===== src/rtl/uart_tx_arbiter_if.sv =====
// Handshake and transmitter-side signal bundle for uart_tx_arbiter.
// The slave modport is the arbiter's view; the master modport is the view
// of whatever drives the byte sources and models the UART transmitter.
interface uart_tx_arbiter_if #(
    parameter int unsigned CNT_W = 16
);
    logic             src0_valid;
    logic [7:0]       src0_data;
    logic             src0_ready;
    logic             src1_valid;
    logic [7:0]       src1_data;
    logic             src1_ready;
    logic             prio_mode;
    logic             uart_tx_sending;
    logic             uart_tx_en;
    logic [7:0]       tx_data;
    logic             grant;
    logic             busy;
    logic             timeout_err;
    logic             err_clr;
    logic [CNT_W-1:0] tx_count;

    modport slave (
        input  src0_valid, src0_data, src1_valid, src1_data,
        input  prio_mode, uart_tx_sending, err_clr,
        output src0_ready, src1_ready, uart_tx_en, tx_data,
        output grant, busy, timeout_err, tx_count
    );

    modport master (
        output src0_valid, src0_data, src1_valid, src1_data,
        output prio_mode, uart_tx_sending, err_clr,
        input  src0_ready, src1_ready, uart_tx_en, tx_data,
        input  grant, busy, timeout_err, tx_count
    );
endinterface


===== src/rtl/uart_tx_arbiter.sv =====
// Two-source arbiter in front of a single UART transmitter.
// Source 0 is the SD data path, source 1 the host status/debug path.
// One byte is taken per handshake, a one-cycle start pulse is issued, and
// the transmitter's sending flag is tracked until the byte completes.
// A start timeout raises a sticky error; completed bytes are counted.
module uart_tx_arbiter #(
    parameter int unsigned START_TIMEOUT = 16,
    parameter int unsigned CNT_W         = 16
) (
    input  logic              clk,
    input  logic              rst_n,
    uart_tx_arbiter_if.slave  bus
);

    typedef enum logic [1:0] {
        IDLE      = 2'd0,
        START     = 2'd1,
        WAIT_BUSY = 2'd2,
        SENDING   = 2'd3
    } state_t;

    // Timeout fires on the WAIT_BUSY cycle whose incremented count hits this
    // value, so the error appears START_TIMEOUT cycles after the start pulse.
    localparam logic [7:0] TMO_LAST = 8'(START_TIMEOUT - 1);

    state_t           state_r;
    state_t           state_s;
    logic [7:0]       tx_data_r;
    logic [7:0]       tx_data_s;
    logic             grant_r;
    logic             grant_s;
    logic             last_grant_r;
    logic             last_grant_s;
    logic             tx_en_r;
    logic             tx_en_s;
    logic             busy_r;
    logic             busy_s;
    logic             err_r;
    logic             err_s;
    logic             err_set_s;
    logic [CNT_W-1:0] count_r;
    logic [CNT_W-1:0] count_s;
    logic [7:0]       tmo_r;
    logic [7:0]       tmo_s;
    logic [7:0]       tmo_inc_s;
    logic             sel_s;
    logic             take_s;
    logic             src0_ready_s;
    logic             src1_ready_s;

    // Winner among currently valid sources; ties follow prio_mode/last_grant.
    function automatic logic pick_source(
        input logic v0,
        input logic v1,
        input logic prio,
        input logic last
    );
        logic winner;
        if (v0 && !v1) begin
            winner = 1'b0;
        end else if (!v0 && v1) begin
            winner = 1'b1;
        end else if (v0 && v1) begin
            if (prio) begin
                winner = 1'b0;
            end else begin
                winner = ~last;
            end
        end else begin
            winner = 1'b0;
        end
        return winner;
    endfunction

    // Source selection and ready generation; ready only for a valid winner.
    always_comb begin
        sel_s        = pick_source(bus.src0_valid, bus.src1_valid,
                                   bus.prio_mode, last_grant_r);
        src0_ready_s = 1'b0;
        src1_ready_s = 1'b0;
        if ((state_r == IDLE) && !bus.uart_tx_sending) begin
            src0_ready_s = bus.src0_valid && (sel_s == 1'b0);
            src1_ready_s = bus.src1_valid && (sel_s == 1'b1);
        end else begin
            src0_ready_s = 1'b0;
            src1_ready_s = 1'b0;
        end
        take_s = src0_ready_s || src1_ready_s;
    end

    assign bus.src0_ready  = src0_ready_s;
    assign bus.src1_ready  = src1_ready_s;
    assign bus.uart_tx_en  = tx_en_r;
    assign bus.tx_data     = tx_data_r;
    assign bus.grant       = grant_r;
    assign bus.busy        = busy_r;
    assign bus.timeout_err = err_r;
    assign bus.tx_count    = count_r;

    // Next-state and next-register computation for the transfer FSM.
    always_comb begin
        state_s      = state_r;
        tx_data_s    = tx_data_r;
        grant_s      = grant_r;
        last_grant_s = last_grant_r;
        tx_en_s      = 1'b0;
        tmo_s        = tmo_r;
        tmo_inc_s    = tmo_r + 8'd1;
        count_s      = count_r;
        err_set_s    = 1'b0;

        case (state_r)
            IDLE: begin
                if (take_s) begin
                    tx_data_s    = sel_s ? bus.src1_data : bus.src0_data;
                    grant_s      = sel_s;
                    last_grant_s = sel_s;
                    tx_en_s      = 1'b1;
                    state_s      = START;
                end else begin
                    state_s = IDLE;
                end
            end
            START: begin
                tmo_s   = 8'd0;
                state_s = WAIT_BUSY;
            end
            WAIT_BUSY: begin
                if (bus.uart_tx_sending) begin
                    state_s = SENDING;
                end else if (tmo_inc_s == TMO_LAST) begin
                    tmo_s     = tmo_inc_s;
                    err_set_s = 1'b1;
                    state_s   = IDLE;
                end else begin
                    tmo_s   = tmo_inc_s;
                    state_s = WAIT_BUSY;
                end
            end
            SENDING: begin
                if (!bus.uart_tx_sending) begin
                    count_s = count_r + {{(CNT_W-1){1'b0}}, 1'b1};
                    state_s = IDLE;
                end else begin
                    state_s = SENDING;
                end
            end
            default: begin
                state_s = IDLE;
            end
        endcase

        busy_s = (state_s != IDLE);

        // A timeout in the same cycle as err_clr leaves the flag set.
        if (err_set_s) begin
            err_s = 1'b1;
        end else if (bus.err_clr) begin
            err_s = 1'b0;
        end else begin
            err_s = err_r;
        end
    end

    // State and output registers with synchronous active-low reset.
    always_ff @(posedge clk) begin
        if (!rst_n) begin
            state_r      <= IDLE;
            tx_data_r    <= 8'd0;
            grant_r      <= 1'b0;
            last_grant_r <= 1'b1;
            tx_en_r      <= 1'b0;
            busy_r       <= 1'b0;
            err_r        <= 1'b0;
            count_r      <= {CNT_W{1'b0}};
            tmo_r        <= 8'd0;
        end else begin
            state_r      <= state_s;
            tx_data_r    <= tx_data_s;
            grant_r      <= grant_s;
            last_grant_r <= last_grant_s;
            tx_en_r      <= tx_en_s;
            busy_r       <= busy_s;
            err_r        <= err_s;
            count_r      <= count_s;
            tmo_r        <= tmo_s;
        end
    end

endmodule


===== src/flat_wrapper.sv =====
// flat-port wrapper written by rule: the top's interface ports become plain ports
module uart_tx_arbiter_flat 
#(
    parameter int unsigned START_TIMEOUT = 16,
    parameter int unsigned CNT_W         = 16
)
  (clk, rst_n, bus_src0_valid, bus_src0_data, bus_src1_valid, bus_src1_data, bus_prio_mode, bus_uart_tx_sending, bus_err_clr, bus_src0_ready, bus_src1_ready, bus_uart_tx_en, bus_tx_data, bus_grant, bus_busy, bus_timeout_err, bus_tx_count);
  uart_tx_arbiter_if #(.CNT_W(CNT_W)) bus_i ();
  input  logic clk;
  input  logic rst_n;
  input wire logic [$bits(bus_i.src0_valid)-1:0] bus_src0_valid;
  input wire logic [$bits(bus_i.src0_data)-1:0] bus_src0_data;
  input wire logic [$bits(bus_i.src1_valid)-1:0] bus_src1_valid;
  input wire logic [$bits(bus_i.src1_data)-1:0] bus_src1_data;
  input wire logic [$bits(bus_i.prio_mode)-1:0] bus_prio_mode;
  input wire logic [$bits(bus_i.uart_tx_sending)-1:0] bus_uart_tx_sending;
  input wire logic [$bits(bus_i.err_clr)-1:0] bus_err_clr;
  output wire logic [$bits(bus_i.src0_ready)-1:0] bus_src0_ready;
  output wire logic [$bits(bus_i.src1_ready)-1:0] bus_src1_ready;
  output wire logic [$bits(bus_i.uart_tx_en)-1:0] bus_uart_tx_en;
  output wire logic [$bits(bus_i.tx_data)-1:0] bus_tx_data;
  output wire logic [$bits(bus_i.grant)-1:0] bus_grant;
  output wire logic [$bits(bus_i.busy)-1:0] bus_busy;
  output wire logic [$bits(bus_i.timeout_err)-1:0] bus_timeout_err;
  output wire logic [$bits(bus_i.tx_count)-1:0] bus_tx_count;
  assign bus_i.src0_valid = bus_src0_valid;
  assign bus_i.src0_data = bus_src0_data;
  assign bus_i.src1_valid = bus_src1_valid;
  assign bus_i.src1_data = bus_src1_data;
  assign bus_i.prio_mode = bus_prio_mode;
  assign bus_i.uart_tx_sending = bus_uart_tx_sending;
  assign bus_i.err_clr = bus_err_clr;
  assign bus_src0_ready = bus_i.src0_ready;
  assign bus_src1_ready = bus_i.src1_ready;
  assign bus_uart_tx_en = bus_i.uart_tx_en;
  assign bus_tx_data = bus_i.tx_data;
  assign bus_grant = bus_i.grant;
  assign bus_busy = bus_i.busy;
  assign bus_timeout_err = bus_i.timeout_err;
  assign bus_tx_count = bus_i.tx_count;
  uart_tx_arbiter #(.START_TIMEOUT(START_TIMEOUT), .CNT_W(CNT_W)) u_core (.clk(clk), .rst_n(rst_n), .bus(bus_i));
endmodule

===== config.mk =====
export PLATFORM = sky130hd
export DESIGN_NAME = uart_tx_arbiter_flat
export DESIGN_NICKNAME = d
export VERILOG_FILES = /design/src/rtl/uart_tx_arbiter_if.sv /design/src/rtl/uart_tx_arbiter.sv /design/src/flat_wrapper.sv
export SDC_FILE = /design/constraint.sdc
export NUM_CORES = 1
export LEC_CHECK = 0
export CORE_UTILIZATION = 45
export DETAILED_ROUTE_END_ITERATION = 6
export PLACE_DENSITY = 0.76
export REMOVE_ABC_BUFFERS = 1
export SETUP_SLACK_MARGIN = 0.2
export SYNTH_ARGS = -nofsm -noshare
export SYNTH_HDL_FRONTEND = slang
export SYNTH_SLANG_ARGS = --single-unit

===== constraint.sdc =====
create_clock -name clk -period 5.2 [get_ports clk]
set_input_delay 0.52 -clock clk [delete_from_list [all_inputs] [get_ports clk]]
set_output_delay 0.52 -clock clk [all_outputs]
set_load 0.1 [all_outputs]

== Word-level counts from Yosys, hierarchy flattened ==
Cells that the tools add are included.
Widths: inputs -> output; s select.
Storage, ports and cells
  output and inout bits: 30
  input bits: 23
  register bits: 39
  word-level logic and storage cells: 57
Operators by class
  $add $sub $neg: 2
  reduce and logical (&&, ||, !) cells: 18
  bitwise gates (word level): 3
  eq/ne operators: 5
  muxes and demuxes: 20
Operators by type and width (count)
  $add 16x1->16 const B: 1
  $mux 8: 2
  $pmux 8 s2: 1
  $mux 1: 13
  $add 8x1->8 const B: 1
  $eq 8x4->1 const B: 1
  $pmux 2 s4: 1
  $reduce_and 2->1: 4
  $logic_and 1x1->1: 6
  $mux 2: 3
  $reduce_bool 2->1: 3
  $eq 2x2->1 const B: 2
  $logic_not 1->1: 3
  $not 1->1: 3
  $eq 2x1->1 const B: 1
  $logic_not 2->1: 1
  $ne 2x2->1 const B: 1
  $logic_or 1x1->1: 1

== Depth between registers and ports, before layout ==
Gate-level depths: netlist of the first run.
  word-level depth: 12
  gate-level depth with buffers: 7
  mapped depth without buffers: 6

== Worst setup path before layout of the first run ==
No wires, ideal clock.
  path kind: input-to-output
  start point: input port bus_uart_tx_sending
  end point: output port bus_src0_ready
  arrival: 2513 ps
  cell stages on the path: 4
  setup slack: 2167 ps
  path buffers: 1
  data required time: 4680 ps
  cell sequence: buf_2 > nor3_1 > nand2_1 > a21oi_1
Between the ends
  cells in the longest elaborated chain, start to end: 3
Ends and longest elaborated chain
  start, declared: RTL line flat_wrapper.sv:16  | input wire logic [$bits(bus_i.uart_tx_sending)-1:0] bus_uart_tx_sending;
  $logic_not 1->1: RTL line uart_tx_arbiter.sv:81  | if ((state_r == IDLE) && !bus.uart_tx_sending) begin
  $logic_and 1x1->1: RTL line uart_tx_arbiter.sv:81
  $mux 1: RTL line uart_tx_arbiter.sv:81
  end, declared: RTL line flat_wrapper.sv:18  | output wire logic [$bits(bus_i.src0_ready)-1:0] bus_src0_ready;
Every way passes these cells.

== Worst setup path in the final report of the first run ==
Same ends and word-level chain as after synthesis.

==> results of run 1 <==
==> per-stage QoR <==
| step | power [mW] | setup slack, ns | cell area, um^2 | std cells |
|---|---|---|---|---|
| 2_1_floorplan | 0.4842 | 2.291 | 1808 | 207 |
| 3_3_place_gp | 0.5437 | 1.889 | 2399 | 310 |
| 5_1_grt | 0.8339 | 1.700 | 2516 | 318 |
| 4_1_cts | 0.8040 | 1.848 | 2516 | 318 |
| 3_5_place_dp | 0.5455 | 1.864 | 2399 | 310 |
| 6_report | 0.8006 | 1.858 | 2516 | 318 |
==> power breakdown <==
group | switching [mW] | total, mW | internal [mW]
clock network | 0.106 | 0.262 | 0.155
logic | 0.149 | 0.209 | 0.0602
registers | 0.0142 | 0.330 | 0.316
==> metal layers <==
layer	GRT usage	part of all wire	vias to the layer above
met5	0	0	-
met2	0.2959	0.47	39
met3	0.03793	0.030	5
met1	0.2642	0.49	804
li1	-	-	862
met4	0.08777	0.015	0
==> logic make-up (layout without fill, tap and decap cells) <==
logic type | after synthesis | count (layout) | share of synthesized area
simple gates | 103 | 103 | 0.2951
compound gates | 40 | 40 | 0.1476
flops | 39 | 39 | 0.4185
buf+inv | 19 | 67 | 0.04292
xor+xnor | 15 | 15 | 0.07042
fa+ha+maj | 3 | 3 | 0.02012
mux | 1 | 1 | 0.005366
==> state kept, by name (all words and copies together), names as in the netlist <==
register / cells
u_core.bus.tx_count: 16
u_core.bus.tx_data: 8
u_core.tmo_r: 8
u_core.state_r: 2
u_core.bus.busy: 1
u_core.bus.grant: 1
u_core.bus.timeout_err: 1
u_core.bus.uart_tx_en: 1
u_core.last_grant_r: 1
==> area by class of cell <==
| type | instances | area, um^2 |
|---|---|---|
| Timing Repair Buffer | 53 | 528.0 |
| Inverter | 6 | 22.52 |
| Clock inverter | 2 | 35.03 |
| Multi-Input combinational cell | 162 | 1005 |
| Fill cell | 357 | 1484 |
| Tap cell | 50 | 62.56 |
| Sequential cell | 39 | 780.7 |
| Clock buffer | 6 | 82.58 |
==> path summary, 6_finish.rpt <==
| kind | endpoint | cells after the start |
|---|---|---|
| max reg2reg | u_core.bus.tx_data[3]$_SDFFE_PN0P_ | 4 |
| min reg2reg | u_core.bus.grant$_SDFFE_PN0P_ | 2 |
| max | bus_src0_ready | 5 |
| min | u_core.bus.grant$_SDFFE_PN0P_ | 2 |
==> placed cells by master, fill, tap and decap left out, types with 2 or more instances in the layout <==
cell type / Yosys / routed
ha_1: 3 / 3
xnor2_1: 9 / 9
o21ai_0: 7 / 7
and2_2: 2 / 2
dfxtp_1: 39 / 39
nand3_1: 18 / 18
or3_1: 4 / 4
a311oi_1: 9 / 9
nand2_1: 23 / 23
a21oi_1: 13 / 13
o21a_1: 2 / 2
nor2_1: 27 / 27
clkbuf_8: 0 / 6
nor3_1: 7 / 7
and3_1: 3 / 3
nor2b_1: 2 / 2
xor2_1: 6 / 6
inv_1: 5 / 5
a41o_1: 2 / 2
nand4_4: 2 / 2
nor3b_1: 2 / 2
nand2b_1: 2 / 2
clkdlybuf4s50_1: 0 / 52
==> worst max-delay path, cell delays in order <==
cell             delay (ns)
clkdlybuf4s50_1        0.53
nor3_1                 0.34
nand2_1                0.15
a21oi_1                0.13
clkdlybuf4s50_1        1.14
==> out/results.ini, run 1 <==
[sta]
max-slew-margin-rel=0.2459
slew_viol_final=0
finClkSkew_ns=0.003667
holdWs_ns=0.4758
finalSetupViolations=0
fin_crit_sh=0.6428
clock.fmax_mhz=299.2
hold_viol=0
period_needed_ns=3.342
fin_setup_tns_ns=0
rsz0062_at_grt=false
tightestPinTransition_ns=1.129

[drt]
wirelength_um=4027
drcViolationCount=1
vias=1710
drt-initial-drc-count=86
antenna_left=0
dr.pass1.iters=7
drt-wirelength-per-cell_um=12.66
via_per_inst=5.377

[yosys]
synth_edf_count=0
yosysUniqueCellTypes=44
ys_seq_area_frac=0.4185
netlist_area_um2=1866
synth_ff_type=dfxtp_1
avgSynthCellArea_um2=8.480
ys_warn_count=0
ys_ff_latch=39
synth_top_area_frac=0.4185
syn_inst=220
yosysTopAreaCell=dfxtp_1
synth_async_sr_flop_share=0
yosysMostFrequentCell=dfxtp_1
synthTopCellsByArea=dfxtp_1, nor2_1, nand3_1
yosys-top-cells-count=dfxtp_1, nor2_1, nand2_1, nand3_1, a21oi_1

[cts]
postCtsResizedCells=0
ctsHoldBuffers=0
cts_buffer_depth=2
clk_latency_ns=0.29
clkTransAtPathRegs_ns=0.07
clock_sinks=39
htreeDepth=2
root_buffer=clkbuf_8
tritoncts=yes
cts_buffers=5
post-cts-setup-buffers=0

[final_layout]
nets=293
n_antenna_cell=0
drive_gt1_frac=0.07090
fin_util=0.6290
area_growth_pct=34.88

[outcome]
run_status=finished, violations left
violations=DRC

[floorplanning]
core_area_um2=4000
die_h_um=66.39
die_area_um2=4407
die_x_um=66.39
start_util=0.4664
io_pins=53
fp-row-count=23

[power]
peakVddDrop_mv=0.1795
power_density_nw_per_um2=318.2
p_leak_nw=0.9466

[place]
gp_congestion=0.7492
dp_hpwl_um=2806
place.port_buffers=52

[global_route]
grtUsageTotal=0.1948
grt_overflow=0
grt_first_pass_wirelength_um=6541
antenna_found_initial=0
grt_max_degree=36
first_global_vias=1457

[critical_path]
worstPathArrival_ns=2.82
critPathMaxFanout=10
r2r_slack_ns=3.05
start_kind=input port
reg2reg_from=u_core.state_r[1]$_SDFF_PN0_
critPathRequiredTime_ns=4.68
worstSetupPathType=in2out
crit_start=bus_uart_tx_sending
cp-end-kind=primary output

[run]
maxCapViolations=0

[min_path]
hold_class=reg2reg
hp-start=u_core.bus.grant$_SDFFE_PN0P_

Note: power is estimated with default switching activity, not from simulation.
==> run 2, diff against run 1 <==
Clock period 5.2 ns to 3.3 ns, I/O delays scaled along.
==> run 2 against run 1 <==
Against the previous run:
- the run still ends with DRC left
- critical path depth decreased by 4
- critical endpoint is now bus_tx_count[0]
- worst hold slack got worse by 0.0039 ns
- core utilization decreased by 0.34 points
- worst setup slack got worse by 0.85 ns
- die area unchanged
- sequential cell count unchanged
- first-iteration DRC count increased by 9.3%
- clock skew increased by 0.0036 ns
- sequential power increased by 58%
- global-route usage increased by 0.19 points
==> out/results.ini, run 2 (synthesized netlist as in run 1, its figures left out) <==
[final_layout]
final-seq-area_um2=780.7
drive_gt1_frac=0.07778
final_cell_mix=clkdlybuf4s50_1, dfxtp_1, nor2_1
n_antenna_cell=0
fillCellCount=350
multi_input_area_um2=1005
nets=295
final_area_um2=2502
largest_reg_flops=16
area_growth_pct=34.14
final_common_cell=clkdlybuf4s50_1

[floorplanning]
fp-row-count=23
core_area_um2=4000
die_area_um2=4407
io_pins=53
start_util=0.4664
die_x_um=66.39
die_h_um=66.39

[sta]
fin_crit_sh=0.6949
slew_viol_final=0
tightestPinTransition_ns=0.9913
holdWs_ns=0.4720
finClkSkew_ns=0.007270
clock.fmax_mhz=436.1
max-slew-margin-rel=0.3371
hold_viol=0
fin_setup_tns_ns=0
period_needed_ns=2.293
rsz0062_at_grt=false
finalSetupViolations=0

[critical_path]
cp-end-kind=primary output
critPathMaxFanout=4
worstSetupPathType=reg2out
r2r_cells=6
cpPeakStageDelay_ns=1.20
critPathRequiredTime_ns=2.97
worstPathArrival_ns=1.96
start_kind=flop
path_buf_inv=1
crit_chain=clkdlybuf4s50_1
r2r_slack_ns=1.29
crit_slowest_cell=clkdlybuf4s50_1
cpLargestDelayFamily=buffers and inverters
r2r_end=u_core.state_r[1]$_SDFF_PN0_
reg2reg_from=u_core.tmo_r[1]$_SDFFE_PN0P_

[cts]
post-cts-setup-buffers=0
clkTransAtPathRegs_ns=0.07
clk_latency_ns=0.29
root_buffer=clkbuf_8
tritoncts=yes
clock_sinks=39
htreeDepth=2
cts_buffer_depth=2
postCtsResizedCells=0
cts_buffers=5
ctsHoldBuffers=0

[global_route]
first_global_vias=1440
grt_max_degree=27
grt_first_pass_wirelength_um=6603
antenna_found_initial=0
grtUsageTotal=0.1967
grt_overflow=0

[drt]
drt-initial-drc-count=94
wirelength_um=4186
drt-wirelength-per-cell_um=13.08
antenna_left=0
dr.pass1.iters=6
drcViolationCount=1
via_per_inst=5.391
vias=1725

[min_path]
hold-path-cell-count=2
holdPathEnd=u_core.bus.grant$_SDFFE_PN0P_
hold_class=reg2reg
hp-start=u_core.bus.grant$_SDFFE_PN0P_

[place]
postPlaceCellArea_um2=2421
place.port_buffers=52
dp_hpwl_um=3045
gp_congestion=0.8450

[outcome]
violations=DRC
run_status=finished, violations left

[power]
p_leak_nw=0.9442
peakVddDrop_mv=0.3114
power_density_nw_per_um2=465.0
finalPower_mw=1.164

[run]
maxCapViolations=0

-- run 2: cell count changes in the layout (fill, tap and decap cells not counted) --
cell,previous run,this run
bufinv_16,1,0
clkbuf_1,0,2
buf_4,1,4
buf_12,0,1
clkdlybuf4s50_1,52,50
clkbuf_8,6,5
-- run 2: stage by stage --
step | std cells | utilization | setup WS, ns
2_1_floorplan | 207 | - | 0.7609
3_3_place_gp | 312 | 0.6053 | 1.174
3_5_place_dp | 312 | 0.6053 | 1.115
4_1_cts | 320 | 0.6256 | 1.014
5_1_grt | 320 | 0.6256 | 0.9569
6_report | 320 | 0.6256 | 1.007
-- run 2: worst max path at each step --
stage	from	end	slack [ns]	cells after the start
2_1_floorplan	u_core.state_r[1]$_SDFF_PN0_	bus_src0_ready	0.76	3
3_3_place_gp	bus_uart_tx_sending	bus_src0_ready	1.17	5
3_5_place_dp	bus_uart_tx_sending	u_core.tmo_r[5]$_SDFFE_PN0P_	1.11	6
4_1_cts	u_core.bus.tx_count[0]$_SDFFE_PN0P_	bus_tx_count[0]	1.01	1
5_1_grt	u_core.bus.tx_count[0]$_SDFFE_PN0P_	bus_tx_count[0]	0.96	1
6_report	u_core.bus.tx_count[0]$_SDFFE_PN0P_	bus_tx_count[0]	1.01	1
-- run 2: cell type report --
| class | count | area share |
|---|---|---|
| multi-input combinational | 162 | 0.4015 |
| sequential | 39 | 0.3120 |
| timing repair buffer | 55 | 0.2200 |
| clock buffer | 7 | 0.03050 |
| tap | 50 | 0.02500 |
| inverter | 6 | 0.009000 |
| clock inverter | 1 | 0.002000 |
-- run 2: report_power, final --
part	switching, mW	internal [mW]	total, mW
clock network	0.162	0.148	0.310
registers	0.0231	0.497	0.520
logic	0.234	0.0988	0.333
-- run 2: per-layer routing --
metal	global-route usage	wire, um	up-vias
li1	-	-	871
met1	0.2474	1961	811
met2	0.3189	2057	41
met3	0.05172	148	2
met4	0.07447	19	0
met5	0	0	-
-- run 2: tightest hold or removal path, stage by stage, from the launching register on --
cell	delay [ns]
dfxtp_1	0.32
nand2_1	0.05
a21oi_1	0.06
